**config.mk**
```make
export PLATFORM = sky130hd
export DESIGN_NAME = avg_pool_feeder_flat
export DESIGN_NICKNAME = d
export VERILOG_FILES = /design/src/rtl/avg_pool_pkg.sv /design/src/rtl/avg_pool_feeder_if.sv /design/src/rtl/avg_pool_addr_gen.sv /design/src/rtl/avg_pool_feeder.sv /design/src/flat_wrapper.sv
export SDC_FILE = /design/constraint.sdc
export NUM_CORES = 1
export LEC_CHECK = 0
export ABC_AREA = 0
export CORE_AREA = 4 4 118 120
export DETAILED_ROUTE_END_ITERATION = 7
export DIE_AREA = 0 0 122 124
export GPL_ROUTABILITY_DRIVEN = 0
export PLACE_DENSITY_LB_ADDON = 0.05
export SKIP_LAST_GASP = 1
export SYNTH_ARGS = -nofsm -noshare
export SYNTH_HDL_FRONTEND = slang
export SYNTH_HIERARCHICAL = 1
export SYNTH_SLANG_ARGS = --single-unit
```
**constraint.sdc**
```tcl
create_clock -name clk_i -period 2.5 [get_ports clk_i]
set_clock_uncertainty 0.15 [all_clocks]
set_input_delay 0.375 -clock clk_i [delete_from_list [all_inputs] [get_ports clk_i]]
set_output_delay 0.375 -clock clk_i [all_outputs]
set_load 0.02 [all_outputs]
```
**src/rtl/avg_pool_pkg.sv**
```systemverilog
// Shared definitions for the average-pooling feeder.
//   state_t        : feeder FSM encoding (also exported for debug observation)
//   WINDOW_DEFAULT : elements per channel tile (7x7)
//   BF16_49        : bf16 encoding of 49.0, the divisor the pooling unit applies
package avg_pool_pkg;

  localparam int          WINDOW_DEFAULT = 49;
  localparam logic [15:0] BF16_49        = 16'h4244;

  typedef enum logic [2:0] {
    ST_IDLE     = 3'd0,
    ST_ISSUE    = 3'd1,
    ST_DRAIN    = 3'd2,
    ST_WAIT_RES = 3'd3,
    ST_WRITE    = 3'd4,
    ST_FIN      = 3'd5
  } state_t;

endpackage

```
**src/rtl/avg_pool_feeder_if.sv**
```systemverilog
// Bus bundle between the feeder and its neighbours: activation SRAM read port,
// beat stream into the pooling unit, pooled result return, output buffer write.
// master : the feeder side.  slave : the SRAM / pooling unit / output buffer side.
//
// Handshake semantics: the stream has no backpressure. A beat exists in every
// cycle pool_valid_o is high; pool_last_o marks the final beat of a channel.
// rd_data_i must hold the word for the address presented with rd_en_o exactly
// one cycle later. pool_res_valid_i is a single-cycle strobe qualifying pool_res_i.
// wr_en_o is a single-cycle strobe qualifying wr_addr_o / wr_data_o.
interface avg_pool_feeder_if #(
  parameter int DATA_WIDTH = 16,
  parameter int ADDR_BITS  = 16
) ();

  logic                  rd_en_o;
  logic [ADDR_BITS-1:0]  rd_addr_o;
  logic [DATA_WIDTH-1:0] rd_data_i;
  logic                  pool_valid_o;
  logic                  pool_last_o;
  logic [DATA_WIDTH-1:0] pool_data_o;
  logic                  pool_res_valid_i;
  logic [DATA_WIDTH-1:0] pool_res_i;
  logic                  wr_en_o;
  logic [ADDR_BITS-1:0]  wr_addr_o;
  logic [DATA_WIDTH-1:0] wr_data_o;

  modport master (
    output rd_en_o, rd_addr_o,
    input  rd_data_i,
    output pool_valid_o, pool_last_o, pool_data_o,
    input  pool_res_valid_i, pool_res_i,
    output wr_en_o, wr_addr_o, wr_data_o
  );

  modport slave (
    input  rd_en_o, rd_addr_o,
    output rd_data_i,
    input  pool_valid_o, pool_last_o, pool_data_o,
    output pool_res_valid_i, pool_res_i,
    input  wr_en_o, wr_addr_o, wr_data_o
  );

endinterface

```
**src/rtl/avg_pool_addr_gen.sv**
```systemverilog
// Read-address generator for the feeder.
// Holds the current channel base, element counter k, channel index and the
// latched channel count.
//   load_i    : latch base_i / num_ch_i, clear k and channel index
//   step_i    : one element read issued this cycle (k advances, wraps at WINDOW-1)
//   advance_i : channel finished; base += WINDOW, channel index += 1
//   rd_addr_o : base + k (modulo 2^ADDR_BITS)
//   last_o    : k == WINDOW-1
//   ch_done_o : the current channel is the final one
//   ch_o      : current channel index
module avg_pool_addr_gen #(
  parameter int ADDR_BITS = 16,
  parameter int WINDOW    = 49,
  parameter int CH_BITS   = 12
) (
  input  logic                 clk_i,
  input  logic                 rst_ni,
  input  logic                 load_i,
  input  logic [ADDR_BITS-1:0] base_i,
  input  logic [CH_BITS-1:0]   num_ch_i,
  input  logic                 step_i,
  input  logic                 advance_i,
  output logic [ADDR_BITS-1:0] rd_addr_o,
  output logic                 last_o,
  output logic                 ch_done_o,
  output logic [CH_BITS-1:0]   ch_o
);

  localparam int K_BITS = (WINDOW > 1) ? $clog2(WINDOW) : 1;

  logic [ADDR_BITS-1:0] ch_base_q, ch_base_d;
  logic [K_BITS-1:0]    k_q, k_d;
  logic [CH_BITS-1:0]   ch_q, ch_d;
  logic [CH_BITS-1:0]   num_ch_q, num_ch_d;
  logic [CH_BITS:0]     ch_plus_one;

  assign last_o      = (k_q == K_BITS'(WINDOW - 1));
  assign rd_addr_o   = ch_base_q + ADDR_BITS'(k_q);
  assign ch_o        = ch_q;
  // One extra bit so the compare cannot overflow at the maximum channel count.
  assign ch_plus_one = {1'b0, ch_q} + {{CH_BITS{1'b0}}, 1'b1};
  assign ch_done_o   = (ch_plus_one == {1'b0, num_ch_q});

  always_comb begin
    ch_base_d = ch_base_q;
    k_d       = k_q;
    ch_d      = ch_q;
    num_ch_d  = num_ch_q;
    if (load_i) begin
      ch_base_d = base_i;
      k_d       = '0;
      ch_d      = '0;
      num_ch_d  = num_ch_i;
    end else begin
      if (step_i) begin
        k_d = last_o ? '0 : k_q + K_BITS'(1);
      end
      if (advance_i) begin
        // Stride by addition keeps the base walk multiplier-free.
        ch_base_d = ch_base_q + ADDR_BITS'(WINDOW);
        ch_d      = ch_q + CH_BITS'(1);
      end
    end
  end

  always_ff @(posedge clk_i) begin
    if (!rst_ni) begin
      ch_base_q <= '0;
      k_q       <= '0;
      ch_q      <= '0;
      num_ch_q  <= '0;
    end else begin
      ch_base_q <= ch_base_d;
      k_q       <= k_d;
      ch_q      <= ch_d;
      num_ch_q  <= num_ch_d;
    end
  end

endmodule

```
**src/rtl/avg_pool_feeder.sv**
```systemverilog
// Producer side of the average-pooling stream. For each channel it reads a
// WINDOW-element tile from the activation SRAM, streams it as gap-free beats
// into the pooling unit, waits for the averaged result, writes it to the output
// buffer at out_base + channel, and moves on until num_ch channels are done.
// Ports:
//   clk_i, rst_ni         : clock, synchronous active-low reset
//   start_i               : start pulse, honoured only in IDLE
//   in_base_i, out_base_i : read base of channel 0 / write address of channel 0
//   num_ch_i              : channel count, latched with start_i
//   bus_if                : SRAM read, beat stream, result return, output write
//   busy_o                : high while working (not in IDLE or FIN)
//   done_o                : one-cycle pulse after the final write
//   state_o               : current FSM state for observation
module avg_pool_feeder
  import avg_pool_pkg::*;
#(
  parameter int DATA_WIDTH = 16,
  parameter int ADDR_BITS  = 16,
  parameter int WINDOW     = WINDOW_DEFAULT,
  parameter int CH_BITS    = 12
) (
  input  logic                 clk_i,
  input  logic                 rst_ni,
  input  logic                 start_i,
  input  logic [ADDR_BITS-1:0] in_base_i,
  input  logic [ADDR_BITS-1:0] out_base_i,
  input  logic [CH_BITS-1:0]   num_ch_i,
  avg_pool_feeder_if.master    bus_if,
  output logic                 busy_o,
  output logic                 done_o,
  output state_t               state_o
);

  state_t                state_q, state_d;
  logic [ADDR_BITS-1:0]  out_base_q;
  logic [DATA_WIDTH-1:0] res_q;
  logic                  pool_valid_q;
  logic                  pool_last_q;

  logic                  load;
  logic                  capture;
  logic                  advance;
  logic                  issue;
  logic                  writing;
  logic [ADDR_BITS-1:0]  gen_addr;
  logic                  gen_last;
  logic                  gen_ch_done;
  logic [CH_BITS-1:0]    gen_ch;

  avg_pool_addr_gen #(
    .ADDR_BITS (ADDR_BITS),
    .WINDOW    (WINDOW),
    .CH_BITS   (CH_BITS)
  ) u_addr_gen (
    .clk_i     (clk_i),
    .rst_ni    (rst_ni),
    .load_i    (load),
    .base_i    (in_base_i),
    .num_ch_i  (num_ch_i),
    .step_i    (issue),
    .advance_i (advance),
    .rd_addr_o (gen_addr),
    .last_o    (gen_last),
    .ch_done_o (gen_ch_done),
    .ch_o      (gen_ch)
  );

  always_comb begin
    state_d = state_q;
    load    = 1'b0;
    capture = 1'b0;
    advance = 1'b0;
    unique case (state_q)
      ST_IDLE: begin
        if (start_i) begin
          load    = 1'b1;
          state_d = (num_ch_i == '0) ? ST_FIN : ST_ISSUE;
        end
      end
      ST_ISSUE: begin
        if (gen_last) state_d = ST_DRAIN;
      end
      // Lets the final beat of the tile leave the pipeline register.
      ST_DRAIN: state_d = ST_WAIT_RES;
      ST_WAIT_RES: begin
        if (bus_if.pool_res_valid_i) begin
          capture = 1'b1;
          state_d = ST_WRITE;
        end
      end
      // WRITE sits between the result strobe and the next ISSUE, giving the
      // pooling unit a cycle to return to idle before the next first beat.
      ST_WRITE: begin
        advance = 1'b1;
        state_d = gen_ch_done ? ST_FIN : ST_ISSUE;
      end
      ST_FIN:  state_d = ST_IDLE;
      default: state_d = ST_IDLE;
    endcase
  end

  assign issue   = (state_q == ST_ISSUE);
  assign writing = (state_q == ST_WRITE);

  // Address/data outputs are forced to zero when not qualified so that the
  // bus is quiet outside its strobes.
  assign bus_if.rd_en_o      = issue;
  assign bus_if.rd_addr_o    = issue ? gen_addr : '0;
  assign bus_if.pool_valid_o = pool_valid_q;
  assign bus_if.pool_last_o  = pool_last_q;
  // The SRAM already registers the word, so it lines up with the delayed valid.
  assign bus_if.pool_data_o  = pool_valid_q ? bus_if.rd_data_i : '0;
  assign bus_if.wr_en_o      = writing;
  assign bus_if.wr_addr_o    = writing ? (out_base_q + ADDR_BITS'(gen_ch)) : '0;
  assign bus_if.wr_data_o    = writing ? res_q : '0;

  assign busy_o  = (state_q != ST_IDLE) && (state_q != ST_FIN);
  assign done_o  = (state_q == ST_FIN);
  assign state_o = state_q;

  always_ff @(posedge clk_i) begin
    if (!rst_ni) begin
      state_q      <= ST_IDLE;
      out_base_q   <= '0;
      res_q        <= '0;
      pool_valid_q <= 1'b0;
      pool_last_q  <= 1'b0;
    end else begin
      state_q      <= state_d;
      pool_valid_q <= issue;
      pool_last_q  <= issue && gen_last;
      if (load)    out_base_q <= out_base_i;
      if (capture) res_q      <= bus_if.pool_res_i;
    end
  end

endmodule

```
**src/flat_wrapper.sv**
```systemverilog
// flat-port wrapper written by rule: the top's interface ports become plain ports
module avg_pool_feeder_flat import avg_pool_pkg::*;
#(
  parameter int DATA_WIDTH = 16,
  parameter int ADDR_BITS  = 16,
  parameter int WINDOW     = WINDOW_DEFAULT,
  parameter int CH_BITS    = 12
)
  (clk_i, rst_ni, start_i, in_base_i, out_base_i, num_ch_i, busy_o, done_o, state_o, bus_if_rd_en_o, bus_if_rd_addr_o, bus_if_rd_data_i, bus_if_pool_valid_o, bus_if_pool_last_o, bus_if_pool_data_o, bus_if_pool_res_valid_i, bus_if_pool_res_i, bus_if_wr_en_o, bus_if_wr_addr_o, bus_if_wr_data_o);
  avg_pool_feeder_if #(.DATA_WIDTH(DATA_WIDTH), .ADDR_BITS(ADDR_BITS)) bus_if_i ();
  input  logic clk_i;
  input  logic rst_ni;
  input  logic start_i;
  input  logic [ADDR_BITS-1:0] in_base_i;
  input  logic [ADDR_BITS-1:0] out_base_i;
  input  logic [CH_BITS-1:0] num_ch_i;
  output logic busy_o;
  output logic done_o;
  output state_t state_o;
  output wire logic [$bits(bus_if_i.rd_en_o)-1:0] bus_if_rd_en_o;
  output wire logic [$bits(bus_if_i.rd_addr_o)-1:0] bus_if_rd_addr_o;
  input wire logic [$bits(bus_if_i.rd_data_i)-1:0] bus_if_rd_data_i;
  output wire logic [$bits(bus_if_i.pool_valid_o)-1:0] bus_if_pool_valid_o;
  output wire logic [$bits(bus_if_i.pool_last_o)-1:0] bus_if_pool_last_o;
  output wire logic [$bits(bus_if_i.pool_data_o)-1:0] bus_if_pool_data_o;
  input wire logic [$bits(bus_if_i.pool_res_valid_i)-1:0] bus_if_pool_res_valid_i;
  input wire logic [$bits(bus_if_i.pool_res_i)-1:0] bus_if_pool_res_i;
  output wire logic [$bits(bus_if_i.wr_en_o)-1:0] bus_if_wr_en_o;
  output wire logic [$bits(bus_if_i.wr_addr_o)-1:0] bus_if_wr_addr_o;
  output wire logic [$bits(bus_if_i.wr_data_o)-1:0] bus_if_wr_data_o;
  assign bus_if_rd_en_o = bus_if_i.rd_en_o;
  assign bus_if_rd_addr_o = bus_if_i.rd_addr_o;
  assign bus_if_i.rd_data_i = bus_if_rd_data_i;
  assign bus_if_pool_valid_o = bus_if_i.pool_valid_o;
  assign bus_if_pool_last_o = bus_if_i.pool_last_o;
  assign bus_if_pool_data_o = bus_if_i.pool_data_o;
  assign bus_if_i.pool_res_valid_i = bus_if_pool_res_valid_i;
  assign bus_if_i.pool_res_i = bus_if_pool_res_i;
  assign bus_if_wr_en_o = bus_if_i.wr_en_o;
  assign bus_if_wr_addr_o = bus_if_i.wr_addr_o;
  assign bus_if_wr_data_o = bus_if_i.wr_data_o;
  avg_pool_feeder #(.DATA_WIDTH(DATA_WIDTH), .ADDR_BITS(ADDR_BITS), .WINDOW(WINDOW), .CH_BITS(CH_BITS)) u_core (.clk_i(clk_i), .rst_ni(rst_ni), .start_i(start_i), .in_base_i(in_base_i), .out_base_i(out_base_i), .num_ch_i(num_ch_i), .bus_if(bus_if_i), .busy_o(busy_o), .done_o(done_o), .state_o(state_o));
endmodule
```
# Yosys cells after proc, flatten, opt, wreduce, memory -nomap -nowiden
# Cells that the tools add are included.
# word_totals
reg_bits	83
inputBits	80
out_inout_bits	73
wordCells	53
# op_classes
addsub	6
eq_ne	11
mux	18
n_bitwise	1
n_reduce_logical	8
# ops
operator	n
$mux W16	6
$add A16 B12 Y16	1
$add A16 B6 Y16	1
$add A16 B6 Y16 const B	1
$mux W3	5
$pmux W3 S5	1
$add A12 B1 Y13 const B	1
$eq A13 B12 Y1	1
$add A12 B1 Y12 const B	1
$logic_not A12 Y1	1
$add A6 B1 Y6 const B	1
$eq A3 B2 Y1 const B	2
$eq A3 B3 Y1 const B	2
$eq A6 B6 Y1 const B	1
$mux W6	1
$ne A2 B2 Y1 const B	3
$mux W1	5
$eq A3 B1 Y1 const B	1
$logic_not A3 Y1	1
$ne A3 B3 Y1 const B	1
$reduce_and A3 Y1	1
$reduce_bool A3 Y1	1
$logic_and A1 B1 Y1	2
$reduce_bool A2 Y1	1
other kinds (2)	2

# Longest topological paths before layout
# logic_depth
depth_word	4
depth_mapped	11
depth_no_buf	9

# Cells and area by module
# Netlist, hierarchy kept.
# by_module_without_submodules
mod	instances	cells_per_inst	area_per_inst_um2	seq_area_each_um2
avg_pool_addr_gen	1	361	3022.9	920.9
avg_pool_feeder	1	340	2551.2	740.7

# Worst setup path before layout
# OpenSTA, ideal clock, no wires.
# synth_timing
kind	register -> register
startpoint	register u_core.state_q[1] (netlist: u_core/state_o[1])
endpoint	register u_core.u_addr_gen.ch_base_q[12]
setup_time_ns	0.122
t_arrival_ns	2.432
required_time_ns	2.228
setup_slack_ns	-0.203
stages_incl_launch_ff	12
path_buffers	3
synth_period_minus_slack_ns	2.703
cell_sequence	dfxtp_1 > buf_2 > nor2_1 > nand2_1 > inv_2 > clkbuf_1 > buf_4 > inv_1 > a21oi_1 > nand2_1 > and2_1 > o311a_1
# synth_via
elab_chain_len	3
word_cells_on_any_way	6
cone_classes	1 x eq/ne; 3 x mux; 2 x reduce/logical
# synth_lines
item	line	source
start: declaration	avg_pool_feeder.sv:34	state_t state_q, state_d;
start signal: assignment	avg_pool_feeder.sv:129	state_q <= state_d;
$eq A3 B3 Y1	--	
via bus_if_wr_en_o	flat_wrapper.sv:28	output wire logic [$bits(bus_if_i.wr_en_o)-1:0] bus_if_wr_en_o;
$mux W1	avg_pool_feeder.sv:73	unique case (state_q)
$reduce_bool A2 Y1 (no line)	--	
end signal: assignment	avg_pool_addr_gen.sv:73	ch_base_q <= ch_base_d;
end: declaration	avg_pool_addr_gen.sv:31	logic [ADDR_BITS-1:0] ch_base_q, ch_base_d;
# The timed path passes the listed nets, and every way through them passes these cells.
# A chain may end at the register's enable or synchronous reset.

# Worst setup path in the final report
# layout_timing
startpoint	register u_core.u_addr_gen.k_q[1]
endpoint	output port bus_if_rd_addr_o[11]
# layout_via
elab_chain_len	2
# layout_lines
item	line	source
start: declaration	avg_pool_addr_gen.sv:32	logic [K_BITS-1:0] k_q, k_d;
start signal: assignment	avg_pool_addr_gen.sv:74	k_q <= k_d;
$add A16 B6 Y16	avg_pool_addr_gen.sv:38	assign rd_addr_o = ch_base_q + ADDR_BITS'(k_q);
via u_core.gen_addr[11]	avg_pool_feeder.sv:45	logic [ADDR_BITS-1:0] gen_addr;
$mux W16	avg_pool_feeder.sv:108	assign bus_if.rd_addr_o = issue ? gen_addr : '0;
end: declaration	flat_wrapper.sv:21	output wire logic [$bits(bus_if_i.rd_addr_o)-1:0] bus_if_rd_addr_o;
# The timed path passes the listed nets, and every way through them passes these cells.

==> results <==
-- power breakdown --
group	switching, W	internal (W)
Sequential	0.0000681	0.00139
Combinational	0.000381	0.000445
Clock	0.000516	0.000968
Total	0.000966	0.00281
-- through the flow --
step / setup WS [ps] / std cells
2_1_floorplan: -43.45 / 701
3_3_place_gp: -455.1 / 1083
3_5_place_dp: -487.1 / 1083
4_1_cts: -329.4 / 1105
5_1_grt: -470.3 / 1109
6_report: -339.2 / 1109
-- placed cells by master (no fill, tap or decap), types with 18 or more instances in the layout --
cell / count
sky130_fd_sc_hd__nor2_1: 45
sky130_fd_sc_hd__o21ai_0: 18
sky130_fd_sc_hd__xor2_1: 33
sky130_fd_sc_hd__xnor2_1: 21
sky130_fd_sc_hd__dlygate4sd2_1: 21
sky130_fd_sc_hd__a21boi_1: 20
sky130_fd_sc_hd__nand2_1: 105
sky130_fd_sc_hd__dfxtp_1: 68
sky130_fd_sc_hd__buf_4: 119
sky130_fd_sc_hd__and2_1: 59
sky130_fd_sc_hd__clkdlybuf4s50_1: 101
-- sequential cells by signal, summed over array words and instances, names as in the netlist --
register and flops:
u_core/bus_if.pool_last_o 1, u_core/state_o 3, u_core/u_addr_gen/ch_base_q 16, u_core/res_q 16
u_core/out_base_q 16, u_core/u_addr_gen/num_ch_q 12, u_core/bus_if.pool_valid_o 1, u_core/u_addr_gen/k_q 6
u_core/u_addr_gen/ch_o 12
-- layer usage --
layer	global-route usage	share of wire	up-vias	wire length, µm
met5	0	0	-	0
met4	0.05532	0.015	0	255
met3	0.04950	0.051	24	852
met2	0.3622	0.48	150	8014
met1	0.2732	0.46	2695	7627
li1	-	-	2872	-
-- worst min path at each step --
stage	end	cells after the start
after global placement	u_core/res_q[10]	2
final	u_core/res_q[10]	2
after global routing	u_core/res_q[9]	2
after CTS	u_core/res_q[1]	2
after detailed placement	u_core/res_q[1]	2
after floorplan	u_core/res_q[0]	2
-- cells in the mapped netlist, types with 3 or more instances --
cell type / count / area share
sky130_fd_sc_hd__nand2_1: 105 / 0.071
sky130_fd_sc_hd__dfxtp_1: 83 / 0.30
sky130_fd_sc_hd__and2_1: 61 / 0.068
sky130_fd_sc_hd__nor2_1: 46 / 0.031
sky130_fd_sc_hd__xor2_1: 33 / 0.052
sky130_fd_sc_hd__clkbuf_1: 23 / 0.015
sky130_fd_sc_hd__ha_1: 22 / 0.049
sky130_fd_sc_hd__o21ai_0: 22 / 0.020
sky130_fd_sc_hd__xnor2_1: 22 / 0.035
sky130_fd_sc_hd__a21oi_1: 21 / 0.019
sky130_fd_sc_hd__a21boi_1: 19 / 0.026
sky130_fd_sc_hd__nand3_1: 19 / 0.017
sky130_fd_sc_hd__nor3_1: 18 / 0.016
sky130_fd_sc_hd__mux2i_1: 17 / 0.031
sky130_fd_sc_hd__nand4_1: 17 / 0.019
sky130_fd_sc_hd__nor2b_1: 15 / 0.017
sky130_fd_sc_hd__a21boi_0: 14 / 0.019
sky130_fd_sc_hd__a21o_1: 13 / 0.018
sky130_fd_sc_hd__buf_2: 13 / 0.012
sky130_fd_sc_hd__nand2b_1: 13 / 0.015
sky130_fd_sc_hd__inv_1: 12 / 0.0081
sky130_fd_sc_hd__nor4_1: 10 / 0.011
sky130_fd_sc_hd__o211ai_1: 8 / 0.011
sky130_fd_sc_hd__and4_1: 5 / 0.0079
sky130_fd_sc_hd__o21a_1: 5 / 0.0067
sky130_fd_sc_hd__o211a_1: 4 / 0.0072
sky130_fd_sc_hd__a31oi_1: 3 / 0.0034
sky130_fd_sc_hd__and3_1: 3 / 0.0034
sky130_fd_sc_hd__buf_6: 3 / 0.0061
sky130_fd_sc_hd__o311a_1: 3 / 0.0054
-- layout make-up --
class / instances / share of cell area
flip-flops and latches: 83 / 0.1945
clock buffers: 10 / 0.02643
multi-input cells: 559 / 0.4698
inverters: 14 / 0.006066
clock inverters: 5 / 0.01184
repair buffers: 262 / 0.2659
well taps: 176 / 0.02542
-- worst max-delay path: cells and delay by family (launching register included) --
| family | cells | cell delay [ps] |
|---|---|---|
| AO/OA/AOI/OAI | 3 | 730 |
| XOR/XNOR | 1 | 130 |
| adder cells (fa/ha/maj) | 1 | 230 |
| buffers and inverters | 2 | 340 |
| flip-flops | 1 | 350 |
| AND/OR/NAND/NOR | 2 | 200 |
-- repair_timing --
item,4_1_cts,5_1_grt
resized for setup,216,39
pin swaps,41,32
buffers inserted,9,7
gates cloned,0,0
hold endpoints to repair,0,0
setup endpoints to repair,49,32
-- logic make-up (layout without fill, tap and decap cells) --
group / Yosys count / in the layout
multiplexers: 18 / 18
AND/OR/NAND/NOR: 330 / 330
AO/OA/AOI/OAI: 132 / 132
buffers and inverters: 59 / 291
adder cells (fa/ha/maj): 24 / 24
XOR/XNOR: 55 / 55
flip-flops: 83 / 83
==> run summary <==
The flow ran to the end, but the final reports show violations. The checks that failed: negative setup slack. The leakage power figure came out at 3.642 nW.

The total design power came out at 0.003771 W. The number of design-rule violations left by the first detailed-router iteration is 359. The count of different cell masters after synthesis is 66.

The worst setup path endpoint is bus_if_rd_addr_o[11]. On the critical path, the stage with the largest delay is an instance of sky130_fd_sc_hd__a2111oi_4. The dominant combinational cell family by area after synthesis is simple AND/OR/NAND/NOR gates. 0 antenna diodes ended up in the layout.

The cell area after synthesis came out at 0.005574 mm². The synthesized-area fraction occupied by xor and xnor cells is 0.08642. The final critical-path setup slack is -339.2 ps. The count of input and output buffers came out at 152. The kind of end point of the critical path is an output pin. The startpoint of the most critical register-to-register path is u_core/u_addr_gen/ch_o[0]. The number of vias per cell after detailed routing is 5.177. The HPWL reported at the end of detailed placement is 12350 µm.

The post-synthesis register bit count came out at 83. Dividing the detail-routed wire length by the instance count gives 15.10 µm. The net count after synthesis came out at 805. The critical path goes through ha_4, a21o_1, a21o_1, a2111oi_4, buf_4, nor3_2, xor2_1, and2_1, buf_6. The share of synthesized flip-flops with an asynchronous set or reset is 0. The area share of fa/ha/maj cells after synthesis is 0.05657. Along the worst path, the maximum fanout reaches 4. The final cell area excluding filler cells came out at 0.008663 mm². The number of design rule violations left after detail routing came out at 0. The I/O pin total is 153. The data arrival time of the worst path came out at 2310 ps. The area growth from synthesis to final layout came out at 55.42%.

In this design, the stage delay of the slowest critical-path cell is 400 ps. The slew at the pin closest to its max-slew limit came out at 618.6 ps. The reg-to-reg endpoint is u_core/state_o[2]. The compound-gate portion of the synthesized area is 0.1699. The initial antenna violation count came out at 0. The data required time of the worst path is 1980 ps.

In the final layout, the multi-input gates occupy 0.004070 mm². The die area came out at 0.01513 mm². The basic-gate share of the synthesized area counting and, or, nand and nor cells is 0.3053. The iteration count of the initial detailed-routing pass is 4. The cell count after synthesis came out at 701. The clock-pin transition on the worst setup and hold timing paths is 60 ps.

The root buffer cell chosen for the clock tree is sky130_fd_sc_hd__clkbuf_16. The count of endpoints failing hold in the final timing report came to 0. The CTS sink count came out at 83. Counting cells, the worst reg-to-reg path comes to 11. The effective utilization at floorplan came out at 0.4294. Of the post-synthesis cell area, the part taken by muxes is 0.03255. The number of enable-type register cells in the synthesized netlist is 0.

The filler cell count in the final layout is 1085. The fraction of layout cells with a size suffix above 1 came out at 0.2529. The worst-skew pair later-pin latency is 340 ps.

The number of global-route vias before repair is 5456. The slack of the worst reg-to-reg path came out at 170 ps. The critical path in this run is classified as flop to output pin. The final core utilization is 0.6674.

The cell repeated most along the worst path is sky130_fd_sc_hd__a21o_1. Tracing the worst setup path back leads to its startpoint at u_core/u_addr_gen/k_q[1]. The global route total overflow came out at 0. The minimum hold slack is 301.9 ps. The beginning of the worst hold path is u_core/res_q[10]. The cell area power density is 435.3 mW/mm². The total of warnings raised by yosys came out at 6. The total of max-cap violations is 0. The final count of pins violating max slew is 0.

Once detail routing completed, the nets flagged for antenna violations numbered 0. The total via count in the routed design came out at 5741. The quantity of hold-fixing buffers added after cts is 0. The global router's overall resource usage is 0.2131. For this run, the register share of the synthesized area comes to 0.2981. Buffers inserted during clock tree synthesis total 9. STA classifies the critical path startpoint as a flop. The height of the chip came out at 124 µm.

The maximum buffer depth of the clock tree came out at 2. The maximum resistive drop on vdd is 0.3534 mV. The normalized max-slew margin is 0.5876. The total number of placement rows came out at 42. The area of the core region is 0.01298 mm². Setup repair after global routing could not meet its margin everywhere. Timing would allow up to 352.2 MHz. Once placement finished, the instance area stood at 0.007845 mm². In the final timing run, aggregate negative setup slack is -5177 ps. The synthesized area divided by synthesized cell count is 7.952 µm². Summing all flip-flop and latch instances after layout gives 0.001685 mm². Among all flip-flop cells after synthesis, the most frequent one is sky130_fd_sc_hd__dfxtp_1.

The H-tree generated during clock tree synthesis spans 3 levels. The wire length of the first global-routing pass is 26140 µm. At the end of the flow, the number of nets in the layout was 1033.

The routed design could run at a clock period as short as 2839 ps. The die extent in x came out at 122 µm. Setup violations remaining at the end of the flow were counted as 22. The total detailed-routing wirelength is 16750 µm.

The type of the tightest min-delay check is flop to flop. TritonCTS built the clock tree. The post-route fraction of the period consumed by the critical path is 1.136. Entering global routing, the biggest net connects 40 pins.
No activity file was read; power rests on OpenSTA's default activity.
